[src/rtl/lsf_seq_pkg.sv]
// Shared types and widths for the LSF event sequencer.
// HEG2SF*_LEN mirror the l0mdt bus constants header for the HEG -> SF interface.
package lsf_seq_pkg;

  localparam int HEG2SFSLC_LEN = 64;
  localparam int HEG2SFHIT_LEN = 40;
  localparam int HIST_CNT_W    = 10;

  typedef enum logic [1:0] {
    IDLE,
    OPEN,
    CLOSE,
    GAP
  } lsf_seq_state_t;

endpackage

[src/rtl/lsf_sat_counter.sv]
// Saturating up-counter: increments by one per asserted inc, sticks at all-ones.
module lsf_sat_counter #(
  parameter int W = 16
) (
  input  logic         clock,
  input  logic         reset,
  input  logic         inc,
  output logic [W-1:0] count
);

  logic [W-1:0] count_q, count_d;

  // NOTE: every signal assigned in always_comb gets a default first, so no path leaves it unassigned (no latch).
  always_comb begin
    count_d = count_q;
    if (inc && (count_q != '1)) count_d = count_q + W'(1);
  end

  // NOTE: state updates use non-blocking assignments so all flops sample the same pre-edge values.
  always_ff @(posedge clock or posedge reset) begin
    if (reset) count_q <= '0;
    else       count_q <= count_d;
  end

  assign count = count_q;

endmodule

[src/rtl/lsf_event_sequencer.sv]
// Frames HEG ROI and hit streams into one Legendre-engine event at a time:
// ROI, capped hits, then a one-cycle EOF with the event's hit count.
module lsf_event_sequencer
  import lsf_seq_pkg::*;
#(
  parameter int MAX_HITS      = 32,
  parameter int WINDOW_CYCLES = 256,
  parameter int MIN_GAP       = 4,
  parameter int CNT_W         = 16
) (
  input  logic                     clock,
  input  logic                     reset,
  input  logic [HEG2SFSLC_LEN-1:0] i_slc,
  input  logic                     i_slc_vld,
  input  logic [HEG2SFHIT_LEN-1:0] i_hit,
  input  logic                     i_hit_vld,
  input  logic                     i_heg_eof,
  output logic [HEG2SFSLC_LEN-1:0] o_roi,
  output logic                     o_roi_we,
  output logic [HEG2SFHIT_LEN-1:0] o_mdt_hit,
  output logic                     o_mdt_hit_we,
  output logic                     o_eof,
  output logic [HIST_CNT_W-1:0]    o_hist_count,
  output logic [CNT_W-1:0]         o_slc_drop_cnt,
  output logic [CNT_W-1:0]         o_hit_drop_cnt,
  output logic [CNT_W-1:0]         o_orphan_hit_cnt,
  output logic                     o_busy
);

  localparam int HIT_W   = $clog2(MAX_HITS + 1);
  localparam int TIMER_W = $clog2(WINDOW_CYCLES);
  localparam int GAP_W   = $clog2(MIN_GAP + 1);

  lsf_seq_state_t             state_q, state_d;
  logic                       pend_vld_q, pend_vld_d;
  logic [HEG2SFSLC_LEN-1:0]   pend_roi_q, pend_roi_d;
  logic [HIT_W-1:0]           hit_cnt_q, hit_cnt_d;
  logic [TIMER_W-1:0]         timer_q, timer_d;
  logic [GAP_W-1:0]           gap_cnt_q, gap_cnt_d;
  logic [HEG2SFSLC_LEN-1:0]   roi_q, roi_d;
  logic                       roi_we_q, roi_we_d;
  logic [HEG2SFHIT_LEN-1:0]   hit_q, hit_d;
  logic                       hit_we_q, hit_we_d;
  logic                       eof_q, eof_d;
  logic [HIST_CNT_W-1:0]      hist_q, hist_d;
  logic                       busy_q, busy_d;
  logic                       inc_slc_drop, inc_hit_drop, inc_orphan;

  always_comb begin
    state_d      = state_q;
    pend_vld_d   = pend_vld_q;
    pend_roi_d   = pend_roi_q;
    hit_cnt_d    = hit_cnt_q;
    timer_d      = timer_q;
    gap_cnt_d    = gap_cnt_q;
    roi_d        = roi_q;
    roi_we_d     = 1'b0;
    hit_d        = hit_q;
    hit_we_d     = 1'b0;
    eof_d        = 1'b0;
    hist_d       = hist_q;
    inc_slc_drop = 1'b0;
    inc_hit_drop = 1'b0;
    inc_orphan   = i_hit_vld && (state_q != OPEN);

    unique case (state_q)
      IDLE: begin
        // A held ROI goes first; a same-cycle new ROI refills the slot it vacates.
        if (pend_vld_q || i_slc_vld) begin
          roi_d      = pend_vld_q ? pend_roi_q : i_slc;
          roi_we_d   = 1'b1;
          hit_cnt_d  = '0;
          timer_d    = '0;
          state_d    = OPEN;
          pend_vld_d = pend_vld_q && i_slc_vld;
          if (pend_vld_q && i_slc_vld) pend_roi_d = i_slc;
        end
      end
      OPEN: begin
        if (i_hit_vld) begin
          if (hit_cnt_q < HIT_W'(MAX_HITS)) begin
            hit_d     = i_hit;
            hit_we_d  = 1'b1;
            hit_cnt_d = hit_cnt_q + HIT_W'(1);
          end else begin
            inc_hit_drop = 1'b1;
          end
        end
        timer_d = timer_q + TIMER_W'(1);
        if (i_heg_eof || (timer_q == TIMER_W'(WINDOW_CYCLES - 1))) state_d = CLOSE;
      end
      CLOSE: begin
        eof_d     = 1'b1;
        hist_d    = HIST_CNT_W'(hit_cnt_q);
        gap_cnt_d = '0;
        state_d   = GAP;
      end
      GAP: begin
        if (gap_cnt_q == GAP_W'(MIN_GAP - 1)) state_d = IDLE;
        else                                 gap_cnt_d = gap_cnt_q + GAP_W'(1);
      end
      default: state_d = IDLE;
    endcase

    // Outside IDLE a new ROI can only wait in the single pending slot.
    if ((state_q != IDLE) && i_slc_vld) begin
      if (pend_vld_q) begin
        inc_slc_drop = 1'b1;
      end else begin
        pend_vld_d = 1'b1;
        pend_roi_d = i_slc;
      end
    end

    busy_d = (state_d != IDLE) || pend_vld_d;
  end

  always_ff @(posedge clock or posedge reset) begin
    if (reset) begin
      state_q    <= IDLE;
      pend_vld_q <= 1'b0;
      pend_roi_q <= '0;
      hit_cnt_q  <= '0;
      timer_q    <= '0;
      gap_cnt_q  <= '0;
      roi_q      <= '0;
      roi_we_q   <= 1'b0;
      hit_q      <= '0;
      hit_we_q   <= 1'b0;
      eof_q      <= 1'b0;
      hist_q     <= '0;
      busy_q     <= 1'b0;
    end else begin
      state_q    <= state_d;
      pend_vld_q <= pend_vld_d;
      pend_roi_q <= pend_roi_d;
      hit_cnt_q  <= hit_cnt_d;
      timer_q    <= timer_d;
      gap_cnt_q  <= gap_cnt_d;
      roi_q      <= roi_d;
      roi_we_q   <= roi_we_d;
      hit_q      <= hit_d;
      hit_we_q   <= hit_we_d;
      eof_q      <= eof_d;
      hist_q     <= hist_d;
      busy_q     <= busy_d;
    end
  end

  lsf_sat_counter #(.W(CNT_W)) u_slc_drop (
    .clock(clock), .reset(reset), .inc(inc_slc_drop), .count(o_slc_drop_cnt)
  );
  lsf_sat_counter #(.W(CNT_W)) u_hit_drop (
    .clock(clock), .reset(reset), .inc(inc_hit_drop), .count(o_hit_drop_cnt)
  );
  lsf_sat_counter #(.W(CNT_W)) u_orphan (
    .clock(clock), .reset(reset), .inc(inc_orphan), .count(o_orphan_hit_cnt)
  );

  assign o_roi        = roi_q;
  assign o_roi_we     = roi_we_q;
  assign o_mdt_hit    = hit_q;
  assign o_mdt_hit_we = hit_we_q;
  assign o_eof        = eof_q;
  assign o_hist_count = hist_q;
  assign o_busy       = busy_q;

endmodule

[config.mk]
export PLATFORM = sky130hd
export DESIGN_NAME = lsf_event_sequencer
export DESIGN_NICKNAME = d
export VERILOG_FILES = /design/src/rtl/lsf_seq_pkg.sv /design/src/rtl/lsf_sat_counter.sv /design/src/rtl/lsf_event_sequencer.sv
export SDC_FILE = /design/constraint.sdc
export NUM_CORES = 1
export LEC_CHECK = 0
export CAP_MARGIN = 5
export CORE_MARGIN = 3
export CORE_UTILIZATION = 40
export CTS_BUF_LIST = sky130_fd_sc_hd__clkbuf_4 sky130_fd_sc_hd__clkbuf_8 sky130_fd_sc_hd__clkbuf_16
export CTS_CLUSTER_DIAMETER = 30
export DETAILED_ROUTE_END_ITERATION = 7
export GPL_TIMING_DRIVEN = 1
export PLACE_DENSITY = 0.82
export SYNTH_ARGS = -nofsm -noshare
export SYNTH_HDL_FRONTEND = slang
export SYNTH_SLANG_ARGS = --single-unit
[constraint.sdc]
create_clock -name clock -period 8.93 [get_ports clock]
set_clock_uncertainty 0.05 [all_clocks]
set_input_delay 1.786 -clock clock [delete_from_list [all_inputs] [get_ports clock]]
set_output_delay 1.786 -clock clock [all_outputs]
set_load 0.005 [all_outputs]
## Word level (Yosys, flattened, before mapping)

Cells that the tools add are included.

| word-level totals | value |
|---|---|
| word-level logic and storage cells | 88 |
| flip-flop bits (word level) | 246 |

| cells by class | value |
|---|---|
| mux-type cells | 33 |
| add/sub/neg operators | 6 |
| eq/ne operators | 13 |
| reductions and logical operators | 19 |
| order comparisons | 1 |

Operators with widths:

| kind | count |
|---|---|
| $mux W64 | 6 |
| $add A16 B1 Y16 const B | 3 |
| $ne A16 B16 Y1 const B | 3 |
| $mux W6 | 3 |
| $pmux W8 S2 | 1 |
| $mux W1 | 15 |
| $pmux W6 S2 | 1 |
| $add A8 B1 Y8 const B | 1 |
| $eq A8 B8 Y1 const B | 1 |
| $mux W8 | 1 |
| $ne A2 B2 Y1 const B | 4 |
| $pmux W2 S4 | 1 |
| $reduce_bool A2 Y1 | 4 |
| $add A6 B1 Y6 const B | 1 |
| $logic_and A1 B1 Y1 | 6 |
| $lt A6 B6 Y1 const B | 1 |
| $mux W2 | 3 |
| $pmux W3 S2 | 1 |
| $reduce_and A2 Y1 | 3 |
| $eq A2 B2 Y1 const B | 2 |
| $reduce_and A4 Y1 | 1 |
| $add A3 B1 Y3 const B | 1 |
| $eq A3 B2 Y1 const B | 1 |
| $logic_or A1 B1 Y1 | 3 |
| other kinds (5) | 5 |

## Longest topological paths before layout

| depth | value |
|---|---|
| word-level depth | 6 |
| depth in mapped cells | 6 |

## Hierarchy

Synthesis repeated with hierarchy kept, for this count alone.

| second synthesis, totals | value |
|---|---|
| cells, all modules | 935 |
| area total of the unflattened synthesis | 10631.4 µm² |

Modules (own cells, without submodules):

| module | cells each | area an instance (µm²) | times used |
|---|---|---|---|
| lsf_event_sequencer | 722 | 8214.1 | 1 |
| lsf_sat_counter | 71 | 805.8 | 3 |

## Least setup slack after synthesis

Ideal clock, no wire load.

| timing | value |
|---|---|
| path type | input -> register |
| from | in i_hit_vld |
| to | reg u_hit_drop.count_q[11], in the netlist u_hit_drop.count[11] |
| arrival time | 3.053 ns |
| buffers on the path | 1 |
| required time | 8.801 ns |
| library setup time | 0.079 ns |
| path slack | 5.748 ns |
| stages on the path | 5 |
| path through | clkbuf_2 > nand4b_4 > or4_4 > a211oi_2 > xor2_1 |

| on the way | value |
|---|---|
| word-level cells in the longest chain between the ends | 3 |

RTL lines:

| what | line | text |
|---|---|---|
| start: declaration | lsf_event_sequencer.sv:16 | `input logic i_hit_vld,` |
| $mux W1 | lsf_event_sequencer.sv:80 | `if (i_hit_vld) begin` |
| $mux W1 | lsf_event_sequencer.sv:66 | `unique case (state_q)` |
| $logic_and A1 B1 Y1 | lsf_sat_counter.sv:16 | `if (inc && (count_q != '1)) count_d = count_q + W'(1);` |
| end signal: assignment | lsf_sat_counter.sv:22 | `else count_q <= count_d;` |
| end: declaration | lsf_sat_counter.sv:11 | `logic [W-1:0] count_q, count_d;` |

No other way between the ends.
A chain may end at the register's enable or synchronous reset.

## Final worst setup path

| timing | value |
|---|---|
| from | in i_slc_vld |
| to | reg roi_q[10], in the netlist o_roi[10] |

| on the way | value |
|---|---|
| word-level cells in the longest chain between the ends | 2 |

RTL lines:

| what | line | text |
|---|---|---|
| start: declaration | lsf_event_sequencer.sv:14 | `input logic i_slc_vld,` |
| $logic_or A1 B1 Y1 | lsf_event_sequencer.sv:69 | `if (pend_vld_q \|\| i_slc_vld) begin` |
| $reduce_and A2 Y1 (no line) | - |  |
| end signal: assignment | lsf_event_sequencer.sv:140 | `roi_q <= roi_d;` |
| end: declaration | lsf_event_sequencer.sv:40 | `logic [HEG2SFSLC_LEN-1:0] roi_q, roi_d;` |

No other way between the ends.

==> flow_summary_export.csv <==
group,metric,value,unit
status,outcome,"finished clean",
setup_path,arrival,4.30,ns
global_routing,grt-busiest-layer,"met2",
placement,io_buffers,270,
synth,synth-seq-cells,246,
global_routing,grt-ovfl-total,0,
sta,finalCritPeriodShare,44.6,%
power_and_ir_drop,p_switching,1520,uW
global_routing,grt_max_degree,115,
synth,async_flop_share,100,%
detailed_routing,via_per_inst,5.06,
cts,htreeDepth,2,
detailed_routing,drc_errors,0,
synth,ys_seq_area_share,58.7,%
power_and_ir_drop,p_sw_share,28.5,%
synth,yosysWarnings,0,
sta,finalSetupTns,0,ns
setup_path,worstPathMaxFanout,86,
cells_and_area,drive_gt1_share,19.6,%
setup_path,r2r-end,"u_slc_drop.count[12]",
cts,numCtsBuffers,54,
power_and_ir_drop,seqPwrFrac,34.9,%
floorplan,rows,58,
cts,ctsHoldBuffers,0,
cells_and_area,fill_cells,2006,
sta,finalHoldViolations,0,
setup_path,cp-start-kind,"primary input",
sta,setup_viol,0,
sta,max_clock_freq,251,MHz
floorplan,die_h,168,um
power_and_ir_drop,ir_worst_vdd,0.229,mV
setup_path,r2r_start,"pend_vld_q",
cells_and_area,seq_area,6160,um^2
cts,post_cts_resized,0,
sta,slew_headroom,33.0,%
detailed_routing,detail_route.wirelength,25500,um
global_routing,grt_pass1_wl,41800,um
detailed_routing,wire_per_inst,16.8,um
placement,routabilityCongestion,0.816,
setup_path,ff2ff_setup_slack,5.82,ns
min_path,worstHoldStart,"o_roi[3]",
setup_path,cp.required,9.24,ns
floorplan,io_pins,275,
floorplan,fp.dieW,168,um
detailed_routing,via_count,7674,
detailed_routing,drt_first_pass_iters,4,
power_and_ir_drop,power_density,347,nW/um^2
power_and_ir_drop,p_leak,0.00707,uW
synth,syn_area,10500,um^2
cts,clockBufferDepth,3,
cts,clockRootBuffer,"clkbuf_16",
cts,clock_latency,0.54,ns
min_path,hold_class,"reg2reg",
job,maxCapViolations,0,
synth,synth_ff_type,"dfrtp_1",
global_routing,grt_pass1_vias,8054,
global_routing,gr-usage-met1,21.6,%
sta,rsz0062_at_grt,"false",
global_routing,met2_usage,29.6,%
floorplan,core_area,25500,um^2
global_routing,grt.met3_usage,6.20,%
cells_and_area,multi_input_area,4110,um^2
global_routing,grt_use_total,17.8,%
sta,finalCriticalPeriod,3.98,ns
global_routing,grt_antenna_before_repair,1,
power_and_ir_drop,p_int,3800,uW
cells_and_area,stdcell_count,1517,
detailed_routing,antenna_left,0,
cts,clk_pin_slew,0.05,ns
sta,whs,0.426,ns
sta,tightest_slew,1.00,ns
cells_and_area,areaGrowthSynthToFinish,46.2,%
setup_path,rr_worst_depth,5,
cts,cts_tree,"built",
sta,final-max-slew-violation-count,0,
synth,synth_cell_type_count,49,
setup_path,critPathKind,"in2reg",
placement,dpl.hpwl,16800,um
cells_and_area,nNetsFinal,1257,
detailed_routing,drtIter0Drc,397,
min_path,hold_depth,2,
synth,avgSynthCellArea,12.3,um^2
min_path,hold_path_end,"o_roi[3]",
floorplan,fp.dieArea,28200,um^2
synth,synth-edff-count,0,
power_and_ir_drop,p_comb_share,28.8,%
synth,netlist_instances,849,
placement,dp_cells,1415,
power_and_ir_drop,p_clk_share,36.3,%
cells_and_area,fin_util,60.2,%
floorplan,start_util,41.2,%
cts,cts_num_sinks,246,
setup_path,cp-end-kind,"flip-flop",
cts,cts_setup_buffers,0,
## final cells by class
type	instances	share of cell area, %
Antenna cell	1	0.0163
Clock buffer	71	10.2
Clock inverter	30	1.76
Inverter	14	0.392
Multi-Input combinational cell	549	26.8
Sequential cell	246	40.2
Tap cell	330	2.69
Timing Repair Buffer	276	17.9
## per-stage QoR
| step | instance area, um^2 | setup slack [ns] | power (uW) |
|---|---|---|---|
| floorplan | 10500 | 0.336 | 2620 |
| global placement | 13500 | 4.49 | 3340 |
| detailed placement | 13500 | 4.34 | 3410 |
| CTS | 15300 | 4.95 | 5380 |
| global route | 15300 | 4.70 | 5630 |
| finish | 15300 | 4.95 | 5320 |
## cells by family (layout without fill, tap and decap cells)
group | after synthesis | in the layout | share of synthesized area (%)
other | 1 | 5 | 0.0358
AND/OR/NAND/NOR | 205 | 205 | 9.83
flip-flops | 246 | 246 | 58.7
multiplexers | 179 | 179 | 18.4
AO/OA/AOI/OAI | 110 | 110 | 6.03
adder cells (fa/ha/maj) | 7 | 7 | 0.835
XOR/XNOR | 44 | 44 | 3.68
buffers and inverters | 57 | 391 | 2.43
## Yosys cell counts, drive strengths merged, types with 2 or more instances
cell type | instances | area share [%]
nor2b | 2 | 0.12
nor3b | 2 | 0.14
nand3 | 26 | 1.2
a21oi | 7 | 0.33
clkbuf | 22 | 0.80
nand4 | 19 | 1.1
inv | 14 | 0.50
o21ai | 81 | 3.9
mux2 | 113 | 12
a21o | 2 | 0.14
nor3 | 14 | 0.72
a31oi | 3 | 0.18
mux2i | 66 | 6.3
buf | 21 | 1.1
nor4 | 13 | 1.1
ha | 7 | 0.84
o21a | 2 | 0.14
or2 | 2 | 0.12
or4 | 2 | 0.18
and3 | 7 | 0.42
nor2 | 20 | 0.72
dfrtp | 246 | 59
and4 | 4 | 0.33
xor2 | 25 | 2.1
a211oi | 6 | 0.48
nand2 | 90 | 3.2
xnor2 | 19 | 1.6
## routing by layer
layer	vias to the layer above	wire length, um
met5	-	0
met2	247	12300
li1	3615	-
met3	66	2190
met4	0	775
met1	3746	10200
## sequential cells by signal, summed over array words and instances (netlist names)
signal	cells
o_roi	64
pend_roi_q	64
o_mdt_hit	40
gap_cnt_q	3
o_roi_we	1
o_hist_count	6
o_mdt_hit_we	1
hit_cnt_q	6
u_orphan.count	16
u_slc_drop.count	16
state_q	2
timer_q	8
o_busy	1
pend_vld_q	1
o_eof	1
u_hit_drop.count	16
## power by group through the flow
stage          clock [uW]  sequential (uW)  combinational, uW
2_1_floorplan           0             1810                812
3_3_place_gp            0             1840               1500
6_report             1930             1860               1530
5_1_grt              2020             1920               1690
4_1_cts              1970             1860               1560
3_5_place_dp            0             1860               1540
## worst max-delay path, cell delays in order
cell             delay (ns)
clkdlybuf4s50_1        0.60
o21ai_4                0.87
buf_4                  0.74
o21ai_0                0.23
## how the worst max path moves through the flow
stage | from | end | slack [ns] | cells past startpoint
5_1_grt | i_slc_vld | o_roi[18] | 4.70 | 4
2_1_floorplan | reset | gap_cnt_q[0] | 0.34 | 1
4_1_cts | i_slc_vld | o_roi[10] | 4.95 | 4
6_report | i_slc_vld | o_roi[10] | 4.95 | 4
3_5_place_dp | i_slc_vld | o_roi[10] | 4.34 | 4
3_3_place_gp | i_slc_vld | o_roi[10] | 4.49 | 4
## cells in the final DEF (no fill, tap or decap), types with 6 or more instances in the layout
cell             count
nand4_1             19
mux2i_1             66
dfrtp_1            245
o21ai_0             80
mux2_2             113
ha_1                 7
nand2_1             89
nand3_1             26
inv_1               13
and3_1               7
nor2_1              20
clkinv_2            13
clkbuf_16           55
clkbuf_8            11
clkinvlp_4           6
xor2_1              25
buf_4                6
clkdlybuf4s50_1    270
nor4_1              11
a21oi_1              7
xnor2_1             19
nor3_1              13
(Power assumes the default switching activity.)
